[config.mk]
export PLATFORM = sky130hd
export DESIGN_NAME = timebase_gen
export DESIGN_NICKNAME = d
export VERILOG_FILES = /design/src/rtl/timebase_pkg.sv /design/src/rtl/timebase_gen_lfsr.sv /design/src/rtl/timebase_gen.sv
export SDC_FILE = /design/constraint.sdc
export NUM_CORES = 1
export LEC_CHECK = 0
export ABC_AREA = 0
export CORE_MARGIN = 8
export CORE_UTILIZATION = 45
export DETAILED_ROUTE_END_ITERATION = 8
export PLACE_DENSITY = 0.69
export SETUP_SLACK_MARGIN = 0.4
export SYNTH_ARGS = -nofsm -noshare
export SYNTH_HDL_FRONTEND = slang
export SYNTH_SLANG_ARGS = --single-unit
export TNS_END_PERCENT = 50
[constraint.sdc]
create_clock -name clk -period 3.25 [get_ports clk]
set_input_delay 0.65 -clock clk [delete_from_list [all_inputs] [get_ports clk]]
set_output_delay 0.65 -clock clk [all_outputs]
set_load 0.03 [all_outputs]
[src/rtl/timebase_pkg.sv]
// Shared constants and helpers for the game-board timebase.
package timebase_pkg;

  // Blink channel modes, two bits per channel on ch_mode.
  localparam logic [1:0] MODE_OFF  = 2'b00;
  localparam logic [1:0] MODE_ON   = 2'b01;
  localparam logic [1:0] MODE_SLOW = 2'b10;
  localparam logic [1:0] MODE_FAST = 2'b11;

  // Width of a counter that spans 0..n-1; never narrower than one bit.
  // Used for the phase counter, the scan prescaler and the digit index.
  function automatic int cnt_width(input int n);
    return (n > 1) ? $clog2(n) : 1;
  endfunction

endpackage

[src/rtl/timebase_gen_lfsr.sv]
// Free-running Galois LFSR, right-shifting every clock.
// A nonzero seed keeps the state out of the all-zero lock-up value.
module lfsr_gen #(
  parameter int           W    = 16,
  parameter logic [W-1:0] TAPS = 16'hB400,
  parameter logic [W-1:0] SEED = 16'hACE1
) (
  input  logic         clk,
  input  logic         rst,
  output logic [W-1:0] state
);
  logic [W-1:0] state_q;
  logic [W-1:0] state_d;

  // Shift right; when the bit falling out is 1, fold the tap mask in.
  always_comb begin
    state_d = {1'b0, state_q[W-1:1]};
    if (state_q[0]) begin
      state_d = state_d ^ TAPS;
    end
  end

  // State register, reloads the seed on reset.
  always_ff @(posedge clk or posedge rst) begin
    if (rst) begin
      state_q <= SEED;
    end else begin
      state_q <= state_d;
    end
  end

  assign state = state_q;
endmodule

[src/rtl/timebase_gen.sv]
// System timebase: 1 s phase counter with second/half-second ticks,
// per-channel blink generators, 7-segment digit scan, and on-demand
// samples of a free-running LFSR.
module timebase_gen
  import timebase_pkg::*;
#(
  parameter int                CLK_HZ      = 100_000_000,
  parameter int                NUM_CH      = 2,
  parameter int                SCAN_PERIOD = 4096,
  parameter int                SCAN_DIGITS = 8,
  parameter int                LFSR_W      = 16,
  parameter logic [LFSR_W-1:0] LFSR_TAPS   = 16'hB400,
  parameter logic [LFSR_W-1:0] LFSR_SEED   = 16'hACE1
) (
  input  logic                                clk,
  input  logic                                rst,
  input  logic                                en,
  input  logic                                sync_clr,
  input  logic [2*NUM_CH-1:0]                 ch_mode,
  input  logic                                rand_req,
  output logic [cnt_width(CLK_HZ)-1:0]        phase,
  output logic                                sec_tick,
  output logic                                half_tick,
  output logic [NUM_CH-1:0]                   blink_out,
  output logic [cnt_width(SCAN_DIGITS)-1:0]   scan_idx,
  output logic                                scan_tick,
  output logic [LFSR_W-1:0]                   rand_out,
  output logic                                rand_valid
);
  localparam int PHASE_W = cnt_width(CLK_HZ);
  localparam int PRESC_W = cnt_width(SCAN_PERIOD);
  localparam int SCAN_W  = cnt_width(SCAN_DIGITS);

  localparam logic [PHASE_W-1:0] PH_LAST      = PHASE_W'(CLK_HZ - 1);
  localparam logic [PHASE_W-1:0] PH_HALF_LAST = PHASE_W'(CLK_HZ / 2 - 1);
  localparam logic [PHASE_W-1:0] PH_Q1        = PHASE_W'(CLK_HZ / 4);
  localparam logic [PHASE_W-1:0] PH_Q2        = PHASE_W'(CLK_HZ / 2);
  localparam logic [PHASE_W-1:0] PH_Q3        = PHASE_W'(3 * (CLK_HZ / 4));
  localparam logic [PRESC_W-1:0] PRESC_LAST   = PRESC_W'(SCAN_PERIOD - 1);
  localparam logic [SCAN_W-1:0]  SCAN_LAST    = SCAN_W'(SCAN_DIGITS - 1);

  // Quarter-phase blink needs CLK_HZ split into four equal parts, and a
  // zero seed would lock the LFSR at zero forever.
  if ((CLK_HZ % 4) != 0 || CLK_HZ < 4) begin : g_bad_clk_hz
    $error("timebase_gen: CLK_HZ must be a multiple of 4 and >= 4");
  end
  if (LFSR_SEED == '0) begin : g_bad_seed
    $error("timebase_gen: LFSR_SEED must be nonzero");
  end

  // Blink level for one channel at a given phase.
  function automatic logic blink_level(input logic [1:0]         mode,
                                       input logic [PHASE_W-1:0] ph);
    logic lvl;
    lvl = 1'b0;
    case (mode)
      MODE_ON:   lvl = 1'b1;
      MODE_SLOW: lvl = (ph >= PH_Q2);
      MODE_FAST: lvl = ((ph >= PH_Q1) && (ph < PH_Q2)) || (ph >= PH_Q3);
      default:   lvl = 1'b0;
    endcase
    return lvl;
  endfunction

  // ---------------------------------------------------------------- phase
  logic [PHASE_W-1:0] phase_q, phase_d;
  logic               sec_tick_q, sec_tick_d;
  logic               half_tick_q, half_tick_d;

  // Phase advance with wrap; ticks flag the last cycle of each half.
  // sync_clr wins over en and suppresses the ticks for that cycle.
  always_comb begin
    phase_d     = phase_q;
    sec_tick_d  = 1'b0;
    half_tick_d = 1'b0;
    if (sync_clr) begin
      phase_d = '0;
    end else if (en) begin
      phase_d     = (phase_q == PH_LAST) ? '0 : phase_q + PHASE_W'(1);
      sec_tick_d  = (phase_q == PH_LAST);
      half_tick_d = (phase_q == PH_LAST) || (phase_q == PH_HALF_LAST);
    end
  end

  // Phase and tick registers.
  always_ff @(posedge clk or posedge rst) begin
    if (rst) begin
      phase_q     <= '0;
      sec_tick_q  <= 1'b0;
      half_tick_q <= 1'b0;
    end else begin
      phase_q     <= phase_d;
      sec_tick_q  <= sec_tick_d;
      half_tick_q <= half_tick_d;
    end
  end

  // ---------------------------------------------------------------- blink
  logic [NUM_CH-1:0]  blink_q, blink_d;
  logic [PHASE_W-1:0] blink_phase;

  // Each channel follows the current phase one cycle later; a restart
  // evaluates from phase 0 so the outputs line up with the new phase.
  always_comb begin
    blink_phase = sync_clr ? '0 : phase_q;
    blink_d     = '0;
    for (int k = 0; k < NUM_CH; k++) begin
      blink_d[k] = blink_level(ch_mode[2*k +: 2], blink_phase);
    end
  end

  // Blink output register.
  always_ff @(posedge clk or posedge rst) begin
    if (rst) begin
      blink_q <= '0;
    end else begin
      blink_q <= blink_d;
    end
  end

  // ----------------------------------------------------------------- scan
  logic [PRESC_W-1:0] presc_q, presc_d;
  logic [SCAN_W-1:0]  scan_idx_q, scan_idx_d;
  logic               scan_tick_q, scan_tick_d;
  logic               presc_wrap;

  // Prescaler wrap steps the digit index; the explicit last-digit compare
  // lets digit counts that are not powers of two wrap correctly.
  always_comb begin
    presc_wrap  = (presc_q == PRESC_LAST);
    presc_d     = presc_q;
    scan_idx_d  = scan_idx_q;
    scan_tick_d = 1'b0;
    if (sync_clr) begin
      presc_d    = '0;
      scan_idx_d = '0;
    end else if (en) begin
      presc_d     = presc_wrap ? '0 : presc_q + PRESC_W'(1);
      scan_tick_d = presc_wrap;
      if (presc_wrap) begin
        scan_idx_d = (scan_idx_q == SCAN_LAST) ? '0 : scan_idx_q + SCAN_W'(1);
      end
    end
  end

  // Scan prescaler, digit index and strobe registers.
  always_ff @(posedge clk or posedge rst) begin
    if (rst) begin
      presc_q     <= '0;
      scan_idx_q  <= '0;
      scan_tick_q <= 1'b0;
    end else begin
      presc_q     <= presc_d;
      scan_idx_q  <= scan_idx_d;
      scan_tick_q <= scan_tick_d;
    end
  end

  // --------------------------------------------------------------- random
  logic [LFSR_W-1:0] lfsr_state;
  logic [LFSR_W-1:0] rand_out_q, rand_out_d;
  logic              rand_valid_q, rand_valid_d;

  lfsr_gen #(
    .W    (LFSR_W),
    .TAPS (LFSR_TAPS),
    .SEED (LFSR_SEED)
  ) u_lfsr (
    .clk   (clk),
    .rst   (rst),
    .state (lfsr_state)
  );

  // Capture the LFSR state present at the requesting edge; hold otherwise.
  always_comb begin
    rand_out_d   = rand_req ? lfsr_state : rand_out_q;
    rand_valid_d = rand_req;
  end

  // Sample and valid registers.
  always_ff @(posedge clk or posedge rst) begin
    if (rst) begin
      rand_out_q   <= '0;
      rand_valid_q <= 1'b0;
    end else begin
      rand_out_q   <= rand_out_d;
      rand_valid_q <= rand_valid_d;
    end
  end

  assign phase      = phase_q;
  assign sec_tick   = sec_tick_q;
  assign half_tick  = half_tick_q;
  assign blink_out  = blink_q;
  assign scan_idx   = scan_idx_q;
  assign scan_tick  = scan_tick_q;
  assign rand_out   = rand_out_q;
  assign rand_valid = rand_valid_q;
endmodule

# Yosys cells after proc, flatten, opt, wreduce, memory -nomap -nowiden
# Cells that the tools add are included.
# classes
addsub	3
order_cmp	4
n_eq_ne	10
muxes	20
bitwise_logic	1
n_reduce_logical	6
# op_table
operator	count
$mux 27	4
$mux 12	3
$add 27x1->27 const B	1
$eq 27x26->1 const B	1
$eq 27x27->1 const B	1
$ge 27x25->1 const B	1
$ge 27x26->1 const B	1
$ge 27x27->1 const B	1
$lt 27x26->1 const B	1
$mux 16	1
$add 12x1->12 const B	1
$eq 12x12->1 const B	1
$mux 3	4
$eq 2x2->1 const B	4
$mux 1	6
$pmux 1 s3	2
$eq 2x1->1 const B	2
$not 3->4	1
$reduce_bool 2->1	2
$add 3x1->3 const B	1
$eq 3x3->1 const B	1
$logic_or 1x1->1	2
$reduce_and 2->1	1
$logic_and 1x1->1	1
# totals
regBits	80
in_bits	9
output_inout_bits	52
wordCells	54

# Logic depth before layout (Yosys ltp)
# depth
word_depth	5
ltp_mapped	9
depth_no_buf	7

# By module
# From an unflattened synthesis, not the netlist that was laid out.
# unflattened
cells_unflattened	356
area_unflattened_um2	3772.4
# by_module_without_submodules
module	n_inst	cells_per_inst	area_per_inst_um2	seq_area_each_um2
timebase_gen	1	323	3234.4	1601.5
lfsr_gen	1	33	538.0	410.4

# Least setup slack after synthesis
# Ideal clock, no wire load.
# synth_path
path_kind	register to register
from	register phase_q[20], in the netlist phase[20]
to	register phase_q[19], in the netlist phase[19]
setup_time_ns	0.146
arrival_time_ns	1.971
t_required_ns	3.104
slack_ns	1.133
path_stages_with_launch	10
n_path_buf	3
period_less_slack_ns	2.117
cell_sequence	dfrtp_1 buf_2 and3_1 clkbuf_1 nand3_1 nor4_4 nor2_1 buf_6 a41oi_1 a31oi_1
# synth_via
elab_chain_cells	4
# synth_rtl
item	line	text
start, declared	timebase_gen.sv:66	logic [PHASE_W-1:0] phase_q, phase_d;
start signal, assigned	timebase_gen.sv:92	phase_q <= phase_d;
$eq 27x27->1	timebase_gen.sv:79	phase_d = (phase_q == PH_LAST) ? '0 : phase_q + PHASE_W'(1);
$mux 27	timebase_gen.sv:79	
$mux 27	timebase_gen.sv:78	end else if (en) begin
$mux 27	timebase_gen.sv:76	if (sync_clr) begin
# No other way between the ends. The select of a mux whose other input is x is not followed.
# A chain may end at the register's enable or synchronous reset.

# Worst setup path after layout
# layout_path
from	register phase_q[16], in the netlist phase[16]
to	output phase[16]
# layout_rtl
item	line	text
end, declared	timebase_gen.sv:21	output logic [cnt_width(CLK_HZ)-1:0] phase,
# No word-level cell between the ends.

==> results_dict.tcl <==
set metrics [dict create \
    avgRoutedWirePerCell_um 16.7 \
    path_class "reg -> out" \
    yosys-top-cells-area "dfrtp_1, dfstp_2, mux2_2, xor2_1, nor2_1" \
    via_per_inst 5.61 \
    start_kind "register" \
    path_buf_inv 1 \
    synth_mux_area_share_pct 4.81 \
    end_kind "output pin" \
    fillers 694 \
    tns_ns 0 \
    slew_headroom_pct 50.0 \
    power.leakage_nw 1.95 \
    synth_area_leader_cell "dfrtp_1" \
    synth-simple-area-share_pct 22.9 \
    worstMarginPinSlew_ns 0.748 \
    yosysMostFrequentCell "dfrtp_1" \
    highest_layer "met4" \
    instances_no_fill 522 \
    vias 2926 \
    yosys.area.top_type_share_pct 48.1 \
    num_antenna_cells 0 \
    maxCapViolations 0 \
    first_pass_iters 5 \
    ant_nets 0 \
    wl_met2_um 4030 \
    num_rows 33 \
    area_growth_pct 23.6 \
    max_freq_mhz 426 \
    yosys_register_bits 80 \
    drive_gt1_share_pct 12.2 \
    synthAdderAreaFrac_pct 1.34 \
    clock-sinks 80 \
    placed_cell_area_sq_um 4420 \
    wl_met3_um 675 \
    clockBufferDepth 2 \
    port_buffers 60 \
    avgSynthCellArea_sq_um 10.5 \
    clk_pin_slew_ns 0.09 \
    postSynth.asyncResetShare_pct 100 \
    routed_wl_um 8700 \
    ios 61 \
    grt_max_degree 37 \
    ys_types 46 \
    cts_root_buf "clkbuf_8" \
    final_hold_viol_count 0 \
    vdd_drop_max_uv 228 \
    yosys.area_share.xor_xnor_pct 6.78 \
    fin_skew_ns 0.0113 \
    cts_buffers 9 \
    synth_ff_type "dfrtp_1" \
    grt.total_usage_pct 16.0 \
    final_cell_area_sq_um 4630 \
    cp_slowest_cell "clkdlybuf4s50_1" \
    critPathMaxStageDelay_ns 0.76 \
    num-nets-final 425 \
    p_per_area_nw_per_um2 403 \
    gp_congestion 0.859 \
    path_cells "clkdlybuf4s50_1" \
    grt_pass1_wl_um 14700 \
    syn_nets 370 \
    status "finished clean" \
    wl_met1_um 3890 \
    htreeDepth 3 \
    fin_crit_sh_pct 72.2 \
    cts_resized 0 \
    placed_cells 506 \
    min_path_type "reg -> reg" \
    finalWorstPathRequiredPeriod_ns 2.35 \
    grt_pass1_vias 2878 \
    antenna_found_initial 0 \
    drt_iter0_drc 224 \
    synthesis.area_sq_um 3750 \
    clk_latency_ns 0.35 \
    place_hpwl_um 6310 \
    crit_fanout 11 \
    syn_inst 357 \
    slew_violations 0 \
    synth_edf_count 0 \
    synth_top_family_by_area "simple AND/OR/NAND/NOR gates" \
    seq_area_sq_um 2010 \
    postCtsSetupBuffers 0 \
    synth_seq_area_share_pct 53.7 \
    setup_viol 0 \
    core_area_sq_um 8130 \
    start_util_pct 46.1 \
    multi_input_area_sq_um 1620 \
    synth_common_cells "dfrtp_1, nor2_1, nand2_1, xor2_1" \
    crit_arrival_ns 1.70 \
    die_w_um 107 \
    chipHeight_um 107 \
    cts_tree "built" \
    synth_compound_area_share_pct 7.35 \
    grt_setup_unrepaired "no" \
    die-area_sq_um 11500 \
    cpLargestDelayFamily "buffers and inverters" \
    gr-total-overflow 0 \
    required_ns 2.60 \
    drc 0 \
    final_core_util_pct 56.9 \
    yosysWarningCount 0 \
    cts_hold_buf 0 \
]
## state kept, by name (all words and copies together), names as in the netlist
| name | flops |
|---|---|
| scan_idx | 3 |
| u_lfsr.state | 16 |
| rand_valid | 1 |
| sec_tick | 1 |
| phase | 27 |
| half_tick | 1 |
| scan_tick | 1 |
| rand_out | 16 |
| blink_out | 2 |
| presc_q | 12 |
## cell type report
type | count | share of cell area (%)
repair buffers | 64 | 13.9
clock buffers | 9 | 2.67
well taps | 105 | 2.84
clock inverters | 7 | 1.81
flip-flops and latches | 80 | 43.4
inverters | 5 | 0.405
multi-input cells | 252 | 35.0
## where the power goes
group	total [mW]	internal, mW	switching, mW
sequential	1.01	1.00	0.00902
clock	0.760	0.370	0.391
combinational	0.0950	0.0339	0.0612
total	1.87	1.41	0.461
## cell families after synthesis
| logic type | count (synthesis) |
|---|---|
| xor gates and xnor gates | 29 |
| buffers and inverters | 25 |
| DFF | 80 |
| adders and majority gates | 4 |
| muxes | 16 |
| AOI/OAI and AO/OA | 44 |
| and+or+nand+nor | 159 |
## stage by stage
step                      setup WS (ns)  hold slack [ns]  total power, mW
final                             0.904            0.372             1.87
after detailed placement          0.625            0.356             1.13
after CTS                         0.885            0.372             1.89
after global routing              0.684            0.383             1.95
after floorplan                   0.562            0.349             1.09
after global placement            0.642            0.352             1.13
## routing by layer
layer | vias to the layer above | global-route usage, %
met5 | - | 0
met4 | 0 | 5.33
met3 | 11 | 5.33
met2 | 119 | 23.9
met1 | 1430 | 21.2
li1 | 1366 | -
## path summary, 6_finish.rpt
path | slack [ns] | start | cells after the start | end
max | 0.90 | phase[16] | 1 | phase[16]
min | 0.37 | u_lfsr.state[3] | 0 | u_lfsr.state[2]
max reg2reg | 0.93 | phase[16] | 5 | phase[24]
min reg2reg | 0.37 | u_lfsr.state[3] | 0 | u_lfsr.state[2]
max in group asynchronous | 1.91 | rst | 3 | phase[16]
min in group asynchronous | 0.61 | rst | 2 | rand_out[4]
## layout by cell type, fill, tap and decap left out, types with 3 or more instances in the layout
cell type	count
nor4b_1	3
nor2_1	41
and3_1	7
nand3_1	16
dfrtp_1	72
a22o_1	3
or3_1	6
ha_1	4
xnor2_1	11
xor2_1	18
clkbuf_8	9
nand2_1	33
nor4_1	4
inv_6	3
nand4_1	12
inv_1	4
nor2b_1	3
and2_1	3
a21oi_1	15
nor3_1	11
mux2_2	16
and4_1	3
o21ai_0	6
nand2b_1	4
a31oi_1	11
dfstp_2	8
clkdlybuf4s50_1	60
buf_4	3
Note: power is estimated with default switching activity, not from simulation.
